--- config.mk ---
export PLATFORM = sky130hd
export DESIGN_NAME = gpio_regfile_v2
export DESIGN_NICKNAME = d
export VERILOG_FILES = /design/src/rtl/gpio_regfile_v2.sv
export SDC_FILE = /design/constraint.sdc
export NUM_CORES = 1
export LEC_CHECK = 0
export CAP_MARGIN = 0
export CORE_MARGIN = 5
export CORE_UTILIZATION = 48
export CTS_CLUSTER_SIZE = 14
export DETAILED_ROUTE_END_ITERATION = 10
export PLACE_DENSITY = 0.82
export SLEW_MARGIN = 20
export SYNTH_ARGS = -nofsm -noshare
export SYNTH_HDL_FRONTEND = slang
export SYNTH_SLANG_ARGS = --single-unit
--- constraint.sdc ---
create_clock -name clk -period 1.5 [get_ports clk]
set_input_delay 0.15 -clock clk [delete_from_list [all_inputs] [get_ports clk]]
set_output_delay 0.15 -clock clk [all_outputs]
set_load 0.01 [all_outputs]
--- src/rtl/gpio_regfile_v2.sv ---
// GPIO register file: data/tristate/mask registers, synchronised pin inputs,
// per-pin edge detection into a sticky W1C interrupt status, registered irq.
module gpio_regfile_v2 #(
    parameter int NUM_PINS    = 16,
    parameter int SYNC_STAGES = 2
) (
    input  logic                clk,
    input  logic                reset,
    input  logic [4:2]          addr,
    input  logic [3:0]          wben,
    input  logic                r_wn,
    input  logic [31:0]         wdata,
    input  logic [NUM_PINS-1:0] ro_gpio_pinstate,
    output logic [31:0]         rdata,
    output logic [NUM_PINS-1:0] rf_gpio_datareg,
    output logic [NUM_PINS-1:0] rf_gpio_tristate,
    output logic [NUM_PINS-1:0] rf_gpio_interrupt_mask,
    output logic                irq
);

    localparam logic [31:0] PIN_MASK = 32'((64'd1 << NUM_PINS) - 64'd1);
    localparam int          CW       = 3;
    localparam logic [CW-1:0] SETTLE_INIT = CW'(SYNC_STAGES + 1);

    localparam logic [2:0] A_DATA   = 3'd0;
    localparam logic [2:0] A_TRI    = 3'd1;
    localparam logic [2:0] A_MASK   = 3'd2;
    localparam logic [2:0] A_PIN    = 3'd3;
    localparam logic [2:0] A_STATUS = 3'd4;
    localparam logic [2:0] A_POL    = 3'd5;
    localparam logic [2:0] A_BOTH   = 3'd6;

    // Registers are held 32 bits wide; bits at and above NUM_PINS are forced
    // to 0 by PIN_MASK and trimmed away in synthesis.
    logic [31:0] data_q, data_d, tri_q, tri_d, mask_q, mask_d;
    logic [31:0] status_q, status_d, pol_q, pol_d, both_q, both_d;
    logic [31:0] prev_q, prev_d, rdata_q, rdata_d;
    logic [SYNC_STAGES-1:0][31:0] sync_q, sync_d;
    logic [CW-1:0] settle_q, settle_d;
    logic          irq_q, irq_d;

    logic [31:0] byte_en, wr_bits, wd, sync_out, rise, fall, evt;

    always_comb begin
        byte_en = '0;
        for (int i = 0; i < 4; i++)
            byte_en[8*i +: 8] = {8{wben[i] & ~r_wn}};
        wr_bits = byte_en & PIN_MASK;
        wd      = wdata & wr_bits;

        sync_d[0] = 32'(ro_gpio_pinstate);
        for (int k = 1; k < SYNC_STAGES; k++)
            sync_d[k] = sync_q[k-1];
        sync_out = sync_q[SYNC_STAGES-1];
        prev_d   = sync_out;

        rise = sync_out & ~prev_q;
        fall = ~sync_out & prev_q;
        // Events are held off until the synchroniser has flushed post-reset
        // contents, so pads already high at reset raise nothing.
        evt  = ((both_q & (rise | fall)) | (~both_q & pol_q & rise) |
                (~both_q & ~pol_q & fall)) & PIN_MASK;
        if (settle_q != '0)
            evt = '0;
        settle_d = (settle_q != '0) ? settle_q - 1'b1 : settle_q;

        data_d = (addr == A_DATA) ? ((data_q & ~wr_bits) | wd) : data_q;
        tri_d  = (addr == A_TRI)  ? ((tri_q  & ~wr_bits) | wd) : tri_q;
        mask_d = (addr == A_MASK) ? ((mask_q & ~wr_bits) | wd) : mask_q;
        pol_d  = (addr == A_POL)  ? ((pol_q  & ~wr_bits) | wd) : pol_q;
        both_d = (addr == A_BOTH) ? ((both_q & ~wr_bits) | wd) : both_q;
        // A new event beats a same-cycle clear.
        status_d = (status_q & ~((addr == A_STATUS) ? wd : 32'd0)) | evt;

        irq_d = |(status_q & mask_q & PIN_MASK);

        rdata_d = rdata_q;
        if (r_wn) begin
            case (addr)
                A_DATA:   rdata_d = data_q;
                A_TRI:    rdata_d = tri_q;
                A_MASK:   rdata_d = mask_q;
                A_PIN:    rdata_d = sync_out & PIN_MASK;
                A_STATUS: rdata_d = status_q;
                A_POL:    rdata_d = pol_q;
                A_BOTH:   rdata_d = both_q;
                default:  rdata_d = '0;
            endcase
        end
    end

    always_ff @(posedge clk) begin
        if (reset) begin
            data_q   <= '0;
            tri_q    <= '0;
            mask_q   <= '0;
            status_q <= '0;
            pol_q    <= '0;
            both_q   <= '0;
            prev_q   <= '0;
            sync_q   <= '0;
            rdata_q  <= '0;
            irq_q    <= 1'b0;
            settle_q <= SETTLE_INIT;
        end else begin
            data_q   <= data_d;
            tri_q    <= tri_d;
            mask_q   <= mask_d;
            status_q <= status_d;
            pol_q    <= pol_d;
            both_q   <= both_d;
            prev_q   <= prev_d;
            sync_q   <= sync_d;
            rdata_q  <= rdata_d;
            irq_q    <= irq_d;
            settle_q <= settle_d;
        end
    end

    assign rdata                  = rdata_q;
    assign irq                    = irq_q;
    assign rf_gpio_datareg        = data_q[NUM_PINS-1:0];
    assign rf_gpio_tristate       = tri_q[NUM_PINS-1:0];
    assign rf_gpio_interrupt_mask = mask_q[NUM_PINS-1:0];

endmodule

Yosys cells after proc, flatten, opt, wreduce, memory -nomap -nowiden:

Cells that the tools add are included.

* bits in registers: 276
* input bits: 58
* output and inout bits: 81
* word-level logic and storage cells: 58

* add/subtract/negate cells: 1
* eq/ne operators: 6
* mux-type cells: 3
* bitwise gates (word level): 33
* reductions and logical operators: 3

Operator list (count)
* $pmux W32 S7: 1
* $and A32 B32 Y32: 6
* $or A32 B32 Y32: 5
* $and A16 B16 Y16: 8
* $not A16 Y16: 4
* $or A16 B16 Y16: 3
* $and A32 B16 Y32: 1
* $mux W32: 1
* $not A16 Y32: 1
* $not A32 Y32: 1
* $or A32 B16 Y32: 1
* $mux W16: 1
* $reduce_or A16 Y1: 1
* $eq A3 B3 Y1 const B: 3
* $eq A3 B2 Y1 const B: 2
* $eq A3 B1 Y1 const B: 1
* $logic_not A3 Y1: 1
* $reduce_bool A3 Y1: 1
* $sub A3 B1 Y3 const B: 1
* $and A1 B1 Y1: 2
* $not A1 Y1: 1

Longest topological paths before layout:

Gate-level depths: netlist of run 1.

* depth after elaboration: 8
* gate-level depth with buffers: 7

Least setup slack after synthesis of run 1:

OpenSTA, ideal clock, no wires.

* kind: register -> register
* from: register settle_q[0]
* to: register status_q[10]
* library setup time: 0.070 ns
* arrival time: 1.333 ns
* path slack: 0.097 ns
* stages on the path, launching flop included: 8
* buffers on the path: 2
* period minus slack after synthesis: 1.403 ns
* cell sequence: dfxtp_1 -> inv_1 -> ha_1 -> nor2b_1 -> buf_2 -> buf_1 -> o211ai_1 -> a21oi_1

* longest elaborated chain between the ends: 3

Ends and longest elaborated chain
* start, declared: RTL line 39 `logic [CW-1:0] settle_q, settle_d;`
* start signal, assigned: RTL line 116 `settle_q <= settle_d;`
* $reduce_bool A3 Y1: RTL line 63 `if (settle_q != '0)`
* $mux W16: RTL line 63
* $or A32 B16 Y32: RTL line 73 `status_d = (status_q & ~((addr == A_STATUS) ? wd : 32'd0)) | evt;`
* end signal, assigned: RTL line 109 `status_q <= status_d;`
* end, declared: RTL line 36 `logic [31:0] status_q, status_d, pol_q, pol_d, both_q, both_d;`

No other way between the ends.
A chain may end at the register's enable or synchronous reset.

Worst setup path after layout of run 1:

* from: register rdata_q[9] (netlist: rdata[9])
* to: output rdata[9]

RTL lines
* start, declared: RTL line 37 `logic [31:0] prev_q, prev_d, rdata_q, rdata_d;`
* start signal, assigned: RTL line 114 `rdata_q <= rdata_d;`
* end, declared: RTL line 14 `output logic [31:0] rdata,`

No word-level cell between the ends.

==> results of run 1 <==
## per-layer routing
layer	vias to the layer above	part of all wire [%]	wire, um	global-route usage [%]
met5	-	0	0	0
met3	48	9.4	2044	6.029
met1	3093	44	9606	32.70
met4	0	2.7	597	9.015
li1	3130	-	-	-
met2	336	44	9503	34.86
## area by class of cell
| class | count | area (um^2) | area share (%) |
|---|---|---|---|
| multi-input combinational | 565 | 3869 | 38.72 |
| sequential | 164 | 3306 | 33.08 |
| timing repair buffer | 168 | 1677 | 16.78 |
| clock buffer | 19 | 452.9 | 4.533 |
| tap | 216 | 270.3 | 2.705 |
| clock inverter | 12 | 226.5 | 2.266 |
| inverter | 51 | 191.4 | 1.916 |
## through the flow
step	TNS (ns)	worst slack, ns	instance area (um^2)	total power [mW]
after floorplan	0	0.09657	7747	5.180
after global placement	-28.58	-0.3429	9275	5.598
after detailed placement	-31.63	-0.4007	9275	5.619
after CTS	0	0.0001057	9933	10.56
after global routing	0	0.002935	9992	10.85
final	0	0.01647	9992	10.53
## cell usage in the layout (no fill, tap or decap), drive strengths merged, types with 3 or more instances in the layout
| master | instances |
|---|---|
| o22ai | 4 |
| dlymetal6s2s | 18 |
| o2bb2ai | 6 |
| clkbuf | 19 |
| nand3 | 49 |
| nor2b | 34 |
| nand2 | 75 |
| o21ai | 26 |
| ha | 34 |
| a22oi | 7 |
| a221oi | 13 |
| mux2 | 27 |
| a21boi | 16 |
| a211oi | 6 |
| nand2b | 18 |
| a221o | 6 |
| nand3b | 4 |
| nor2 | 51 |
| mux2i | 56 |
| clkdlybuf4s50 | 45 |
| a21oi | 65 |
| dfxtp | 164 |
| a22o | 3 |
| and3b | 3 |
| o221a | 5 |
| a2bb2oi | 5 |
| bufinv | 6 |
| dlygate4sd2 | 39 |
| buf | 66 |
| inv | 52 |
| clkinv | 3 |
| o211ai | 20 |
| conb | 16 |
## final timing paths
check | cells past startpoint | endpoint | slack [ns]
min | 2 | prev_q[8] | 0.12
max reg2reg | 5 | status_q[6] | 0.16
min reg2reg | 1 | prev_d[10] | 0.43
max | 1 | rdata[9] | 0.02
## cells by family (layout without fill, tap and decap cells)
family | count (synthesis) | count (layout) | share of synthesized area, %
AO/OA/AOI/OAI | 185 | 185 | 16.56
XOR/XNOR | 1 | 1 | 0.1139
adder cells (fa/ha/maj) | 34 | 34 | 5.531
buffers and inverters | 120 | 250 | 7.939
flip-flops | 164 | 164 | 42.69
multiplexers | 83 | 83 | 11.24
other | 1 | 16 | 0.04876
AND/OR/NAND/NOR | 246 | 246 | 15.88
## what timing repair did
| action | in CTS | in global routing |
|---|---|---|
| endpoints found under the setup margin | 40 | 41 |
| gates resized for setup | 58 | 25 |
| hold buffers | 0 | 0 |
| pin swaps | 0 | 0 |
## power groups by stage
| stage | Clock [mW] | Sequential, mW | Combinational, mW |
|---|---|---|---|
| after floorplan | 0 | 4.62 | 0.556 |
| after global placement | 0 | 4.64 | 0.956 |
| after detailed placement | 0 | 4.65 | 0.974 |
| after CTS | 5.03 | 4.55 | 0.975 |
| after global routing | 5.22 | 4.56 | 1.07 |
| final | 4.99 | 4.55 | 0.991 |
==> results.yml, run 1 <==
clock_network:
  cts_max_level: 4
  tritoncts: "built"
  postCtsSetupBuffers: 0
  clk_latency_ns: 0.43
  path_clk_slew_ns: 0.06
  cts_root_buf: "clkbuf_16"
  cts_sinks: 164
  cts_buffers: 17
  cts_max_path_buffers: 2
power:
  netSwitchingFraction_pct: 22.77
  cellPowerDensity_nw_per_um2: 1054
  clkPwrFrac_pct: 47.4
  vdd_drop_max_v: 0.0008099
  seqPwrFrac_pct: 43.2
  p_comb_share_pct: 9.4
  p_leak_nw: 4.234
  p_sw_mw: 2.399
  intPower_mw: 8.136
layout:
  antennaDiodeCount: 0
  instances_no_fill: 1195
  utilization_pct: 63.13
  area_delta_synth_final_pct: 29.92
  nFillCells: 1260
  nets: 1059
  drive_above_1_share_pct: 15.63
floorplanning:
  row_count: 46
  pin_count: 139
  die_h_um: 136.6
  die-area_um2: 18650
  die_w_um: 136.6
  core-area_um2: 15830
  start_util_pct: 48.59
global_routing:
  antenna_found_initial: 0
  overflow: 0
  grt_use_total_pct: 23.47
  grt_pass1_wl_um: 33930
  first_global_vias: 6245
  grt_max_degree: 33
synthesis:
  synth_area_per_cell_um2: 9.222
  synth-edff-count: 0
  seq_area_frac_synth_pct: 42.69
  yosysWarnings: 0
  synth_top_area_cell: "dfxtp_1"
  synth-seq-cells: 164
  synth.most_common_cell: "dfxtp_1"
  synth_area_leaders: "dfxtp_1 (43%), mux2i_1 (7.3%), ha_1 (5.5%)"
  synthCells: 834
  netlist_area_um2: 7691
  synth_top_area_share_pct: 42.69
  postSynth.asyncResetShare_pct: 0
  yosys-top-cells-count: "dfxtp_1 (164), nand2_1 (74), a21oi_1 (65)"
  ys.flop_type: "dfxtp_1"
  synth.distinct_cells: 48
outcome:
  outcome: "completed"
critical_path:
  path_max_fanout: 2
  start_kind: "flop"
  path_cells: "clkdlybuf4s50_1"
  setup.worst_path.class: "reg -> out"
  crit_family: "buffers and inverters"
  critPathLaunch: "rdata[9]"
  cp_data_arrival_time_ns: 1.33
  r2r_start: "prev_d[6]"
  slowest_stage: "clkdlybuf4s50_1"
  cp-end-kind: "output pin"
  critical_path.max_stage_delay_ns: 0.56
  cp_num_buf_inv: 1
  crit_required_ns: 1.35
sta:
  drv_slew: 0
  final_hold_viol_count: 0
  skew_ns: 0.006246
  rsz0062_at_grt: "no"
  fmax_mhz: 674.1
  setup_viol: 0
  fin_crit_sh_pct: 98.90
  whs_ns: 0.1206
  layout_min_cycle_time_ns: 1.484
placement:
  gp_congestion: 0.9412
  dpl.cell_count: 1164
  io_buffers: 104
  hpwl_um: 15600
job:
  maxCapViolCount: 0
route:
  routed_wl_um: 21750
  dr.pass1.iters: 5
  vias_per_cell: 5.529
  wl_per_cell_um: 18.20
  ant_nets: 0
  drc: 0
  num_vias: 6607
  dr.first_iter.drc_count: 501
hold_path:
  min_path_type: "in -> reg"
  worstHoldStart: "reset"
Note: power is estimated with default switching activity, not from simulation.
==> inputs of run 2 (changes only) <==
--- a/config.mk
+++ b/config.mk
@@ -7,10 +7,11 @@
 export LEC_CHECK = 0
 export CAP_MARGIN = 0
 export CORE_MARGIN = 5
-export CORE_UTILIZATION = 48
+export CORE_UTILIZATION = 57
 export CTS_CLUSTER_SIZE = 14
 export DETAILED_ROUTE_END_ITERATION = 10
-export PLACE_DENSITY = 0.82
+export DONT_BUFFER_PORTS = 1
+export PLACE_DENSITY = 0.8
 export SLEW_MARGIN = 20
 export SYNTH_ARGS = -nofsm -noshare
 export SYNTH_HDL_FRONTEND = slang
==> run 2 against run 1 <==
Effect of this change:
- routed wire length is 11% higher
- via count is 6.9% higher
- final cell count shrank 4.3%
- fmax rose by 0.76%
- clock skew rose by 0.0021 ns
- global-route usage up 5.8 points
- combinational power is 19% lower
- clock-buffer cell count increased by 10
- setup slack better by 0.011 ns
- register-to-register slack worse by 0.10 ns
- clock power is 12% lower
==> results.yml, run 2 (synthesis gave the netlist of run 1 again) <==
outcome:
  outcome: "completed"
route:
  wl_per_cell_um: 21.02
  ant_nets: 0
  routed_wl_um: 24050
  num_vias: 7066
  dr.pass1.iters: 6
  vias_per_cell: 6.177
  drc: 0
  dr.first_iter.drc_count: 856
critical_path:
  path_max_fanout: 41
  cp_common_cell: "and3b_1"
  start_kind: "input pin"
  crit_required_ns: 1.82
  setup.worst_path.class: "in -> reg"
  reg2reg_slack_ns: 0.06
  crit_family: "buffers and inverters"
  cp-end-kind: "flop"
  critical_path.max_stage_delay_ns: 0.55
  cp_data_arrival_time_ns: 1.79
  path_cells: "and3b_1 -> and3b_1 -> buf_4 -> mux2i_1 -> nor2_1 -> dlygate4sd3_1"
  cp_num_buf_inv: 2
  slowest_stage: "dlygate4sd3_1"
floorplanning:
  core-area_um2: 13240
  die-area_um2: 15920
  start_util_pct: 58.08
  pin_count: 139
  die_w_um: 126.2
  row_count: 42
  die_h_um: 126.2
global_routing:
  overflow: 0
  first_global_vias: 6815
  grt_use_total_pct: 29.23
  grt_max_degree: 107
  grt_pass1_wl_um: 36770
  antenna_found_initial: 0
clock_network:
  path_clk_slew_ns: 0.06
  cts_buffers: 17
  cts_max_level: 4
  cts_root_buf: "clkbuf_16"
  cts_sinks: 164
  clk_latency_ns: 0.43
  tritoncts: "built"
  cts_max_path_buffers: 2
power:
  vdd_drop_max_v: 0.0008804
  cellPowerDensity_nw_per_um2: 1001
  intPower_mw: 7.548
  p_leak_nw: 3.896
  p_sw_mw: 2.199
  netSwitchingFraction_pct: 22.56
  total_power_mw: 9.747
  seqPwrFrac_pct: 46.9
  clkPwrFrac_pct: 44.8
  p_comb_share_pct: 8.3
sta:
  worstMarginPinSlew_ns: 0.6007
  setup_slack_ns: 0.02769
  drv_slew: 0
  setup_viol: 0
  relSlewSlack_pct: 59.95
  skew_ns: 0.008354
  whs_ns: 0.01747
  fmax_mhz: 679.2
  final_hold_viol_count: 0
  fin_crit_sh_pct: 98.15
  layout_min_cycle_time_ns: 1.472
  finalSetupTns_ns: 0
placement:
  hpwl_um: 13070
  io_buffers: 0
  gp_congestion: 0.8855
  dpl_worst_slack_ns: 0.1007
layout:
  area_delta_synth_final_pct: 26.57
  final_common_cell: "dfxtp_1"
  antennaDiodeCount: 0
  final_cell_mix: "dfxtp_1 (163), dlygate4sd3_1 (126), nand2_1 (73)"
  drive_above_1_share_pct: 10.23
  nFillCells: 911
  nets: 1048
job:
  maxCapViolCount: 0
hold_path:
  min_path_type: "in -> reg"
[run 2: what timing repair did]
| action | 4_1_cts | 5_1_grt |
|---|---|---|
| hold buffers | 128 | 1 |
| hold endpoints to repair | 164 | 1 |
| setup buffers | 0 | 7 |
| resized for setup | 0 | 15 |
| endpoints found under the setup margin | 0 | 30 |
[run 2: layer usage]
layer,up-vias,track usage [%],part of all wire (%)
met2,522,45.20,45
met5,-,0,0
met1,3330,36.84,37
met4,0,14.95,4.5
met3,99,9.060,14
li1,3115,-,-
[run 2: tightest hold or removal path, delay by kind of cell]
family / cells / cell delay [ns]
compound gates: 3 / 0.24
[run 2: stage by stage]
step           cell area [um^2]  cells  utilization [%]
2_1_floorplan              7747    849                -
6_report                   9734   1144            73.51
4_1_cts                    9633   1137            72.74
5_1_grt                    9734   1144            73.51
3_5_place_dp               7739    978            58.44
3_3_place_gp               7739    978            58.44
[run 2: area by class of cell]
class	count	area, um^2	area share, %
clock buffer	29	560.5	5.758
clock inverter	2	35.03	0.3599
inverter	51	193.9	1.992
multi-input combinational	565	3889	39.95
sequential	164	3284	33.74
tap	176	220.2	2.262
timing repair buffer	157	1551	15.94
[run 2: power groups by stage]
stage | Sequential, mW | Combinational (mW) | Clock (mW)
floorplan | 4.62 | 0.556 | 0
global placement | 4.65 | 0.491 | 0
detailed placement | 4.66 | 0.506 | 0
CTS | 4.56 | 0.721 | 4.38
global route | 4.58 | 0.870 | 4.58
finish | 4.57 | 0.807 | 4.37
[run 2: final timing paths]
path                                      to    startpoint  cells after the start
worst min-delay path                rdata[2]       addr[2]                      3
worst max-delay path                    flop       addr[3]                      6
worst max register to register          flop          flop                      3
worst min register to register  status_q[14]  status_q[14]                      2
==> inputs of run 3 (changes only) <==
--- a/config.mk
+++ b/config.mk
@@ -8,6 +8,7 @@
 export CAP_MARGIN = 0
 export CORE_MARGIN = 5
 export CORE_UTILIZATION = 57
+export CTS_CLUSTER_DIAMETER = 60
 export CTS_CLUSTER_SIZE = 14
 export DETAILED_ROUTE_END_ITERATION = 10
 export DONT_BUFFER_PORTS = 1
==> results of run 3 <==
Final layout, timing and power as in run 2 (identical DEF).
